## config.mk

```make
export PLATFORM = sky130hd
export DESIGN_NAME = seq_accum_alu
export DESIGN_NICKNAME = d
export VERILOG_FILES = /design/src/rtl/seq_accum_alu.sv
export SDC_FILE = /design/constraint.sdc
export NUM_CORES = 1
export LEC_CHECK = 0
export ABC_CLOCK_PERIOD_IN_PS = 3900
export CAP_MARGIN = 20
export CORE_MARGIN = 2
export CORE_UTILIZATION = 45
export DETAILED_ROUTE_END_ITERATION = 10
export DONT_BUFFER_PORTS = 1
export MAX_ROUTING_LAYER = met4
export PLACE_DENSITY = 0.61
export SLEW_MARGIN = 5
export SYNTH_ARGS = -nofsm -noshare
export SYNTH_HDL_FRONTEND = slang
export SYNTH_SLANG_ARGS = --single-unit
```

## constraint.sdc

```tcl
create_clock -name CLK -period 3.9 [get_ports CLK]
set_input_delay 0.78 -clock CLK [delete_from_list [all_inputs] [get_ports CLK]]
set_output_delay 0.78 -clock CLK [all_outputs]
set_load 0.02 [all_outputs]
```

## src/rtl/seq_accum_alu.sv

```systemverilog
// seq_accum_alu: opcode-driven accumulator ALU with a 2W-bit accumulator.
// The low W bits of ACC feed back as operand B. ADD/SUB/logic-style ops
// complete at the accept edge; MUL (shift-add) and DIV/MOD (restoring
// division) take exactly W iteration edges behind a START/BUSY/DONE handshake.
module seq_accum_alu #(
    parameter int W  = 16,
    parameter int CW = $clog2(W) + 1
) (
    input  logic             CLK,
    input  logic             RST,
    input  logic [W-1:0]     IN1,
    input  logic [3:0]       OP,
    input  logic             START,
    output logic             BUSY,
    output logic             DONE,
    output logic [2*W-1:0]   ACC,
    output logic [1:0]       ERR
);

    localparam logic [3:0] OP_NOP    = 4'b0000;
    localparam logic [3:0] OP_CLR    = 4'b0001;
    localparam logic [3:0] OP_ADD    = 4'b0010;
    localparam logic [3:0] OP_SUB    = 4'b0011;
    localparam logic [3:0] OP_MUL    = 4'b0100;
    localparam logic [3:0] OP_DIV    = 4'b0101;
    localparam logic [3:0] OP_MOD    = 4'b0110;
    localparam logic [3:0] OP_PRESET = 4'b1110;
    localparam logic [3:0] OP_RESET  = 4'b1111;

    localparam logic [0:0] S_IDLE = 1'b0;
    localparam logic [0:0] S_ITER = 1'b1;

    localparam logic [1:0] K_MUL = 2'd0;
    localparam logic [1:0] K_DIV = 2'd1;
    localparam logic [1:0] K_MOD = 2'd2;

    logic [0:0]     state;
    logic [CW-1:0]  cnt;
    logic [1:0]     kind_q;
    logic [W-1:0]   a_q;
    logic [W-1:0]   b_q;
    logic [2*W-1:0] prod_q;
    logic [W-1:0]   rem_q;
    logic [W-1:0]   quo_q;

    logic [W-1:0]   b_in;
    logic           accept;
    logic           multi;
    logic           last;
    logic [W:0]     sum;
    logic [2*W-1:0] diff;
    logic [2*W-1:0] prod_nxt;
    logic [2*W-1:0] dstep;

    // One shift-add step: add A shifted to the current bit position when
    // the multiplier's current LSB is set.
    function automatic logic [2*W-1:0] mul_step(
        input logic [2*W-1:0] p,
        input logic [W-1:0]   a,
        input logic           bit0,
        input logic [CW-1:0]  sh
    );
        logic [2*W-1:0] addend;
        addend = {{W{1'b0}}, a} << sh;
        return bit0 ? p + addend : p;
    endfunction

    // One restoring-division step; returns {remainder, quotient}.
    // The dividend is consumed MSB-first out of the quotient register.
    function automatic logic [2*W-1:0] div_step(
        input logic [W-1:0] r,
        input logic [W-1:0] q,
        input logic [W-1:0] d
    );
        logic [W:0] sh;
        logic       fits;
        sh   = {r, q[W-1]};
        fits = (sh >= {1'b0, d});
        if (fits) begin
            sh = sh - {1'b0, d};
        end
        return {sh[W-1:0], q[W-2:0], fits};
    endfunction

    assign BUSY     = (state == S_ITER);
    assign b_in     = ACC[W-1:0];
    assign accept   = START && !BUSY;
    assign multi    = (OP == OP_MUL) ||
                      (((OP == OP_DIV) || (OP == OP_MOD)) && (b_in != '0));
    assign last     = (cnt == CW'(W - 1));
    assign sum      = {1'b0, IN1} + {1'b0, b_in};
    assign diff     = {{W{1'b0}}, IN1} - {{W{1'b0}}, b_in};
    assign prod_nxt = mul_step(prod_q, a_q, b_q[0], cnt);
    assign dstep    = div_step(rem_q, quo_q, b_q);

    // Iteration datapath: load operands on accept, advance one step per busy edge.
    always_ff @(posedge CLK) begin
        if (accept) begin
            a_q    <= IN1;
            b_q    <= b_in;
            prod_q <= '0;
            rem_q  <= '0;
            quo_q  <= IN1;
            kind_q <= (OP == OP_MUL) ? K_MUL : ((OP == OP_DIV) ? K_DIV : K_MOD);
        end else if (BUSY) begin
            prod_q <= prod_nxt;
            rem_q  <= dstep[2*W-1:W];
            quo_q  <= dstep[W-1:0];
            if (kind_q == K_MUL) begin
                b_q <= b_q >> 1;
            end
        end
    end

    // Control FSM and architectural state: ACC/ERR written at accept for
    // single-cycle ops, or at the W-th iteration edge for sequential ops.
    always_ff @(posedge CLK or posedge RST) begin
        if (RST) begin
            state <= S_IDLE;
            cnt   <= '0;
            DONE  <= 1'b0;
            ACC   <= '0;
            ERR   <= 2'b00;
        end else begin
            DONE <= 1'b0;
            case (state)
                S_IDLE: begin
                    if (START) begin
                        if (multi) begin
                            state <= S_ITER;
                            cnt   <= '0;
                        end else begin
                            DONE <= 1'b1;
                            case (OP)
                                OP_NOP: ;
                                OP_ADD: begin
                                    ACC <= {{(W-1){1'b0}}, sum};
                                    ERR <= {1'b0, sum[W]};
                                end
                                OP_SUB: begin
                                    ACC <= diff;
                                    ERR <= {1'b0, (IN1 < b_in)};
                                end
                                OP_DIV, OP_MOD: begin
                                    ACC <= '0;
                                    ERR <= 2'b10;
                                end
                                OP_PRESET: begin
                                    ACC <= '1;
                                    ERR <= 2'b00;
                                end
                                OP_CLR, OP_RESET: begin
                                    ACC <= '0;
                                    ERR <= 2'b00;
                                end
                                default: begin
                                    ACC <= '0;
                                    ERR <= 2'b00;
                                end
                            endcase
                        end
                    end
                end
                S_ITER: begin
                    if (last) begin
                        state <= S_IDLE;
                        DONE  <= 1'b1;
                        ERR   <= 2'b00;
                        case (kind_q)
                            K_MUL:   ACC <= prod_nxt;
                            K_DIV:   ACC <= {{W{1'b0}}, dstep[W-1:0]};
                            default: ACC <= {{W{1'b0}}, dstep[2*W-1:W]};
                        endcase
                    end else begin
                        cnt <= cnt + CW'(1);
                    end
                end
                default: state <= S_IDLE;
            endcase
        end
    end

endmodule

```

# [After elaboration in Yosys (flattened, before gate mapping)]
# Cells that the tools add are included.
[totals] output_inout_bits=36 input_bits=23 register_bits=139
[op_classes] n_reduce_logical=14 eq_ne=14 n_mux=31 n_addsub=5 order_cmp=2 shifts=1 bitwise_logic=1
[ops] cell="two-way mux 32 bit" count=4
[ops] cell="case mux 32 bit (2 select lines)" count=2
[ops] cell="case mux 32 bit (4 select lines)" count=1
[ops] cell="two-way mux 16 bit" count=6
[ops] cell="adder 32 bit" count=1
[ops] cell="<< shifter 16 x 5 -> 32 bit" count=1
[ops] cell="adder 16 x 16 -> 17 bit" count=1
[ops] cell=">= comparator 17 x 16 -> 1 bit" count=1
[ops] cell="subtractor 16 x 16 -> 17 bit" count=1
[ops] cell="less-than comparator 16 bit" count=1
[ops] cell="nonzero test 16 bit" count=1
[ops] cell="subtractor 16 bit" count=1
[ops] cell="two-way mux 5 bit" count=3
[ops] cell="== test 4 x 3 -> 1 bit, second input constant" count=3
[ops] cell="inequality test 2 bit, second input constant" count=5
[ops] cell="case mux 5 bit (2 select lines)" count=1
[ops] cell="== test 4 x 2 -> 1 bit, second input constant" count=2
[ops] cell="two-way mux 2 bit" count=4
[ops] cell="case mux 2 bit (4 select lines)" count=1
[ops] cell="two-way mux 1 bit" count=6
[ops] cell="adder 5 x 1 -> 5 bit, second input constant" count=1
[ops] cell="== test 5 x 4 -> 1 bit, second input constant" count=1
[ops] cell="== test 4 bit, second input constant" count=1
[ops] cell="logical NOT 4 bit" count=1
[ops] cell="other kinds (14)" count=18

# [Logic depth before layout (Yosys ltp)]
# Gate-level depths: netlist of the first run.
[depth] word_depth=7 ltp_mapped=20

# [Least setup slack after synthesis of the first run]
# Ideal clock, no wire load.
[synth_path] path_kind="register -> register" startpoint="register cnt[0]" endpoint="register ACC[29]" path_stages_with_launch=20 synth_period_minus_slack_ps=4062 required_ps=3774 setup_slack_ps=-162 n_path_buf=3 arrival_ps=3936 cell_sequence="dfrtp_1 -> buf_6 -> clkbuf_1 -> mux2_2 -> o21ai_0 -> nand2_1 -> o21ai_0 -> nor2_1 -> a21oi_1 -> o22ai_1 -> ha_1 -> clkbuf_1 -> a211oi_1 -> o221ai_1 -> o21ai_0 -> a41oi_1 -> o41ai_2 -> xor2_1 -> nor3_1 -> o32a_1"
[synth_between] elab_chain_len=6 elab_cells_between_ends=9
[synth_rtl] element="start: declaration" line_no="38" source="logic [CW-1:0] cnt;"
[synth_rtl] element="start signal: assignment" line_no="175" source="cnt <= cnt + CW'(1);"
[synth_rtl] element="<< shifter 16 x 5 -> 32 bit" line_no="64" source="addend = {{W{1'b0}}, a} << sh;"
[synth_rtl] element="adder 32 bit" line_no="65" source="return bit0 ? p + addend : p;"
[synth_rtl] element="two-way mux 32 bit" line_no="65"
[synth_rtl] element="case mux 32 bit (2 select lines)" line_no="169" source="case (kind_q)"
[synth_rtl] element="two-way mux 32 bit" line_no="165" source="if (last) begin"
[synth_rtl] element="case mux 32 bit (2 select lines)" line_no="126" source="case (state)"
[synth_rtl] element="end signal: assignment" line_no="170" source="K_MUL: ACC <= prod_nxt;"
[synth_rtl] element="end signal: assignment" line_no="171" source="K_DIV: ACC <= {{W{1'b0}}, dstep[W-1:0]};"
[synth_rtl] element="end signal: assignment" line_no="172" source="default: ACC <= {{W{1'b0}}, dstep[2*W-1:W]};"
[synth_rtl] element="end: declaration" line_no="16" source="output logic [2*W-1:0] ACC,"
# Parallel ways exist; a longest one is shown, timed or not. The select of a mux whose other input is x is not followed.
# A chain may end at the register's enable or synchronous reset.

# [Worst setup path after layout of the first run]
# Ends and elaborated chain as after synthesis.

==> out/summary.txt, run 1 <==
Filler instances = 2,301
Sw Ratio = 49.1%
Pint = 7140 uW
Fin nets = 1,544
Cell area power density = 1060 nW/um^2
Post-synthesis sequential area ratio = 31.0%
Clk_skew = 12.8 ps
Post-Syn Nets = 1,481
Synth warn = 0
CTS buffer count = 17
Clk pwr share = 11.7%
Diodes inserted = 0
Initial Utilization = 46.1%
Max FO, Critical Path = 9
RePlAce Congestion = 0.950
Final worst slack = -22.0 ps
First-pass detailed-route iteration total = 5
Clock latency at the later pin of the worst-skew pair = 440 ps
Syn-to-layout area delta = 16.8%
CTS max path bufs = 2
P_sw = 6880 uW
Sequential power share = 21.9%
Worst Path Required = 4220 ps
Yosys reg bits = 139
Failing checks = negative setup slack
Largest stage delay, worst path = 540 ps
Placed Cells incl. Taps = 1,731
Initial antenna violation count = 0
Ports = 59
Wire per inst = 21.9 um
Syn_area_per_cell = 8.21 sq um
Worst EP arrival = 4240 ps
WL final = 38,800 um
HP Class = input port to async pin
Post-synth EDFFs = 50
Top FF cell, synth = edfxtp_1
Async S/R FF share, synth = 29.5%
Die ar. = 26,300 sq um
Die H = 162 um
Peak supply drop = 0.392 mV
Vias/cell = 6.21
Setup WS pre-CTS = -135 ps
Comb pwr share = 66.4%
Tot Pwr = 14,000 uW
Detailed-route via count = 11,000
Setup violations, final = 1
ANT nets after route = 0
Slew of the pin with the lowest slew margin = 1070 ps
Period utilization = 101%
# Max-Cap Violations = 0
Num rows = 57
Critical Path Start Type = register
Overflow after GRT = 0
Die width = 162 um
Worst-path clk slew = 70 ps
First-pass GRT wire length = 59,900 um
Htree depth = 4
CP Cell Sequence = buf_8 -> mux4_2 -> mux2_2 -> a21oi_1 -> o22ai_1 -> ha_2 -> nand4_1 -> nor4_2 -> nand4b_1 -> a41oi_2 -> o41ai_2 -> xor2_1 -> nor3_1 -> o32a_1
CTS tree = done
DRC = 0
Leak = 0.00554 uW
Max-slew headroom = 28.2%
Post-Syn Instances = 1,373
Vias in the first global route = 10,400
DPL Wire Length = 29,100 um
Final slew viol count = 0
Syn Std Cell Area = 11,300 sq um
Post-Layout Cell Count = 1,773
CP max-delay cell = mux4_2
Count of port buffers added during placement = 0
Clock sinks = 139
Hold Vio Cnt, Final = 0
Crit path time final = 3920 ps
Largest net degree at the start of global routing = 65
Layout cells sized above 1 = 18.2%
Initial DRC count = 900
Crit. End Element = register
Fmax = 0.255 GHz
Crit Path Category = register to register
Clock Tree Root = clkbuf_16
Finished Core Util = 53.8%
Outcome = finished with violations
GR Util All Layers = 30.3%
RSZ-0062 raised after global routing = yes
Distinct cell type count after synthesis = 86
Core area = 24,500 sq um
area by class of cell:
| type | instances | area (sq um) | share of cell area, % |
|---|---|---|---|
| inverter | 71 | 270 | 2.05 |
| tap | 324 | 405 | 3.08 |
| clock inverter | 11 | 109 | 0.827 |
| timing repair buffer | 114 | 897 | 6.81 |
| sequential | 139 | 3490 | 26.5 |
| clock buffer | 21 | 472 | 3.58 |
| multi-input combinational | 1093 | 7520 | 57.1 |
worst max-delay path: cells and delay by family (launching register included):
kind            cells  cell delay [ps]
compound gates      5              970
mux                 2              850
simple gates        4              760
flops               1              420
fa+ha+maj           1              420
xor+xnor            1              230
buf+inv             1              150
power groups by stage:
stage	clock network, uW	registers, uW	logic [uW]
floorplan	0	2790	5930
global placement	0	3070	8540
detailed placement	0	3060	8600
CTS	1640	3040	8690
global route	1700	3130	10200
finish	1640	3070	9300
sequential cells by signal, summed over array words and instances (netlist names):
| signal | count |
|---|---|
| rem_q | 16 |
| DONE | 1 |
| BUSY | 1 |
| ERR | 2 |
| ACC | 32 |
| kind_q | 2 |
| quo_q | 16 |
| b_q | 16 |
| cnt | 5 |
| a_q | 16 |
| prod_q | 32 |
timing repair:
item | in CTS | in global routing
setup endpoints to repair | 18 | 39
resized for setup | 15 | 78
pin swaps | 3 | 19
hold buffers | 0 | 0
setup buffers | 0 | 7
hold endpoints to repair | 0 | 0
cloned | 0 | 1
synth_stat cells (19+ instances only):
cell / number / area (sq um)
a211oi_1: 19 / 143
a21oi_1: 85 / 425
a22o_1: 23 / 201
clkbuf_1: 54 / 203
dfrtp_1: 41 / 1030
dfxtp_1: 48 / 961
edfxtp_1: 50 / 1500
ha_1: 81 / 1010
inv_1: 66 / 248
mux2_2: 19 / 214
mux2i_1: 36 / 360
nand2_1: 176 / 661
nand3_1: 27 / 135
nor2_1: 126 / 473
nor3_1: 26 / 130
o21a_1: 23 / 173
o21ai_0: 117 / 586
o22ai_1: 23 / 144
xnor2_1: 24 / 210
per-stage QoR:
step | setup TNS [ps] | instance area [sq um] | hold WS [ps]
6_report | -22.0 | 13200 | 296
5_1_grt | -586 | 13200 | 353
3_3_place_gp | -289 | 12200 | 464
3_5_place_dp | -457 | 12200 | 473
2_1_floorplan | 0 | 11300 | 445
4_1_cts | 0 | 12800 | 424
worst paths after layout:
path | slack, ps | start | end | cells past startpoint
worst max register to register | -20 | cnt[0] | ACC[29] | 14
worst max-delay path | -20 | cnt[0] | ACC[29] | 14
max in group asynchronous | 3040 | RST | BUSY | 2
worst min register to register | 480 | rem_q[15] | rem_q[15] | 2
worst min-delay path | 300 | RST | ERR[0] | 1
min in group CLK | 440 | START | prod_q[31] | 1
cell families after synthesis:
group | share of synthesized area [%]
AOI/OAI and AO/OA | 26.7
xor gates and xnor gates | 2.95
adders and majority gates | 9.70
buffers and inverters | 4.99
DFF | 31.0
muxes | 5.93
and+or+nand+nor | 18.8
per-layer routing:
metal  track usage, %  vias to the layer above  wire length [um]
li1                 -                     5206                 -
met1             39.0                     5368             16800
met2             48.3                      370             18300
met3             4.62                       75              2270
met4             11.9                        0              1360
met5                -                        -                 0
placed cells by master, fill, tap and decap left out, types with 23 or more instances in the layout:
cell type  netlist  layout
nand2_1        176     176
nor2_1         126     120
buf_4            3     109
o21ai_0        117      95
a21oi_1         85      83
ha_1            81      76
inv_1           66      64
edfxtp_1        50      50
dfxtp_1         48      48
dfrtp_1         41      38
mux2i_1         36      30
nor3_1          26      26
nand3_1         27      25
o21a_1          23      23
xnor2_1         24      23
a22o_1          23      23
Power figures use the tool's default switching activity.
==> run 2: changes to the inputs <==
--- a/config.mk
+++ b/config.mk
@@ -8,11 +8,11 @@
 export ABC_CLOCK_PERIOD_IN_PS = 3900
 export CAP_MARGIN = 20
 export CORE_MARGIN = 2
-export CORE_UTILIZATION = 45
+export CORE_UTILIZATION = 59
 export DETAILED_ROUTE_END_ITERATION = 10
 export DONT_BUFFER_PORTS = 1
 export MAX_ROUTING_LAYER = met4
-export PLACE_DENSITY = 0.61
+export PLACE_DENSITY = 0.77
 export SLEW_MARGIN = 5
 export SYNTH_ARGS = -nofsm -noshare
 export SYNTH_HDL_FRONTEND = slang
==> run 2 against run 1 <==
The flow still finishes with violations (negative setup slack). Global-route usage up 6.9 points. Clock power hardly changed. Routed wire length down 4.1%. Sequential share of layout area grew 0.15 points. Critical path depth increased by 4. Fmax grew 0.25%. Design area fell by 0.56%. Hold slack better by 140 ps. Sequential power barely moved. First-iteration DRC count grew 39%. Final cell count down 5.5%. Worst setup slack improved by 9.7 ps. Largest cell class unchanged. Highest routed layer unchanged.
==> out/summary.txt, run 2 (same netlist as run 1, synthesis figures left out) <==
Clk_skew = 12.6 ps (was 12.8 ps)
Ports = 59 (unchanged)
Sw Ratio = 49.4% (was 49.1%)
Sequential power share = 21.6% (was 21.9%)
Die ar. = 20,200 sq um (was 26,300 sq um)
Crit path time final = 3910 ps (was 3920 ps)
# Max-Cap Violations = 0 (unchanged)
Top Registers = ACC x32, prod_q x32 (unchanged)
Outcome = finished with violations (unchanged)
First-pass detailed-route iteration total = 6 (was 5)
Htree depth = 4 (unchanged)
Most frequent cells in the layout = 174 x nand2_1, 120 x nor2_1, 102 x buf_4 (was 176 x nand2_1, 120 x nor2_1, 109 x buf_4)
DRC = 0 (unchanged)
Clock latency at the later pin of the worst-skew pair = 430 ps (was 440 ps)
Clk pwr share = 11.4% (was 11.7%)
WL final = 37,200 um (was 38,800 um)
Worst Path Required = 4220 ps (about the same)
DPL Wire Length = 26,900 um (was 29,100 um)
CTS Hold Buffers Added = 0 (unchanged)
Worst-case reg-to-reg path depth = 18 (was 14)
Max FO, Critical Path = 8 (was 9)
Wire per inst = 22.2 um (was 21.9 um)
First-pass GRT wire length = 56,200 um (was 59,900 um)
Largest net degree at the start of global routing = 65 (unchanged)
CTS buffer count = 17 (unchanged)
Overflow after GRT = 0 (unchanged)
CTS max path bufs = 2 (unchanged)
GR Util All Layers = 37.2% (was 30.3%)
Clock sinks = 139 (unchanged)
RePlAce Congestion = 0.981 (was 0.950)
Pint = 7170 uW (was 7140 uW)
Peak supply drop = 0.492 mV (was 0.392 mV)
Finished Core Util = 70.0% (was 53.8%)
Placed Cells incl. Taps = 1,630 (was 1,731)
Filler instances = 1,479 (was 2,301)
Commonest non-fill, non-tap cell in the layout = nand2_1 (unchanged)
Num rows = 50 (was 57)
Leak = 0.00550 uW (was 0.00554 uW)
Failing checks = negative setup slack (unchanged)
CTS tree = done (unchanged)
Syn-to-layout area delta = 16.2% (was 16.8%)
Worst-path clk slew = 70 ps (about the same)
Fmax = 0.256 GHz (was 0.255 GHz)
Die width = 142 um (was 162 um)
Diodes inserted = 0 (unchanged)
Reg2reg setup slack = -10 ps (was -20 ps)
Fin nets = 1,536 (was 1,544)
Setup violations, final = 1 (unchanged)
Core area = 18,700 sq um (was 24,500 sq um)
Vias/cell = 6.67 (was 6.21)
Max-slew headroom = 27.8% (was 28.2%)
Area occupied by multi-input gates = 7620 sq um (was 7520 sq um)
HP Class = input port to async pin (unchanged)
Layout cells sized above 1 = 18.2% (about the same)
Final slew viol count = 0 (unchanged)
Final worst slack = -12.3 ps (was -22.0 ps)
Cell area power density = 1080 nW/um^2 (was 1060 nW/um^2)
Initial DRC count = 1,251 (was 900)
Crit Path Category = register to register (unchanged)
Hold Vio Cnt, Final = 0 (unchanged)
Die H = 142 um (was 162 um)
P_sw = 7010 uW (was 6880 uW)
Comb pwr share = 67.0% (was 66.4%)
Post-Layout Cell Count = 1,675 (was 1,773)
Register area = 3490 sq um (unchanged)
ANT nets after route = 0 (unchanged)
Slew of the pin with the lowest slew margin = 1070 ps (about the same)
Count of port buffers added during placement = 0 (unchanged)
RSZ-0062 raised after global routing = yes (unchanged)
Vias in the first global route = 10,200 (was 10,400)
Clock Tree Root = clkbuf_16 (unchanged)
Crit. End Element = register (unchanged)
Critical Path Start Type = register (unchanged)
Worst EP arrival = 4230 ps (was 4240 ps)
Detailed-route via count = 11,200 (was 11,000)
Initial antenna violation count = 0 (unchanged)
Period utilization = 100% (was 101%)
Setup WS pre-CTS = -84.8 ps (was -135 ps)
Initial Utilization = 60.2% (was 46.1%)
## run 2: cell count changes in the layout (fill, tap and decap cells not counted), moves of 4 or more
cell     previous run  this run
a21oi_1            83        76
a21oi_2             2         9
buf_4             109       102
mux2_2             18        14
mux2_4              1         5
o21ai_0            95        99
## run 2: layer usage
layer / wire length, um / GRT usage [%] / up-vias
li1: - / - / 5199
met1: 15300 / 47.1 / 5319
met2: 17100 / 58.0 / 542
met3: 3130 / 7.64 / 104
met4: 1660 / 16.5 / 0
met5: 0 / - / -
## run 2: worst max-delay path, cell delays in order (launching register included)
cell      delay (ps)
dfrtp_2          440
buf_12           170
mux2_2           350
o21ai_1          160
nand2_1           70
o21ai_1          120
nor2_1            60
a21oi_1          130
o22ai_1          110
ha_1             390
nand4_1          220
buf_4            160
o221ai_4         110
o21ai_2          210
a41oi_2          170
o41ai_2          330
xor2_1           230
nor3_1            80
o32a_1           300
## run 2: power groups by stage
stage | Clock [uW] | Combinational [uW] | Sequential, uW
global placement | 0 | 8320 | 3030
detailed placement | 0 | 8450 | 3030
floorplan | 0 | 5930 | 2790
CTS | 1610 | 8560 | 3010
global route | 1670 | 10300 | 3110
finish | 1620 | 9500 | 3060
## run 2: what timing repair did
action,in CTS,in global routing
gates cloned,0,2
endpoints found under the hold margin,0,0
endpoints found under the setup margin,12,39
setup buffers,0,12
pin swaps,1,36
gates resized for setup,10,94
## run 2: layout make-up
type                    instances  area share [%]
inverters                      71            2.09
well taps                     234            2.24
clock inverters                11           0.726
flip-flops and latches        139            26.7
repair buffers                105            6.35
multi-input cells            1093            58.2
clock buffers                  21            3.68
repair inverters                1          0.0382
## run 2: stage by stage
stage                     instance area, sq um  power [uW]  setup TNS [ps]  hold WS (ps)
after floorplan                          11300        8720               0           445
after global routing                     13100       15000            -560           425
after CTS                                12600       13200           -7.70           431
after detailed placement                 12000       11500            -348           469
after global placement                   12000       11400           -5.25           468
final                                    13100       14200           -12.3           436
## run 2: path summary, 6_finish.rpt
kind	start	to
worst max register to register	cnt[0]	ACC[29]
worst min register to register	rem_q[15]	rem_q[15]
worst max-delay path	cnt[0]	ACC[29]
worst min-delay path	RST	ACC[31]
min in group CLK	IN1[0]	a_q[0]
max in group asynchronous	RST	cnt[0]
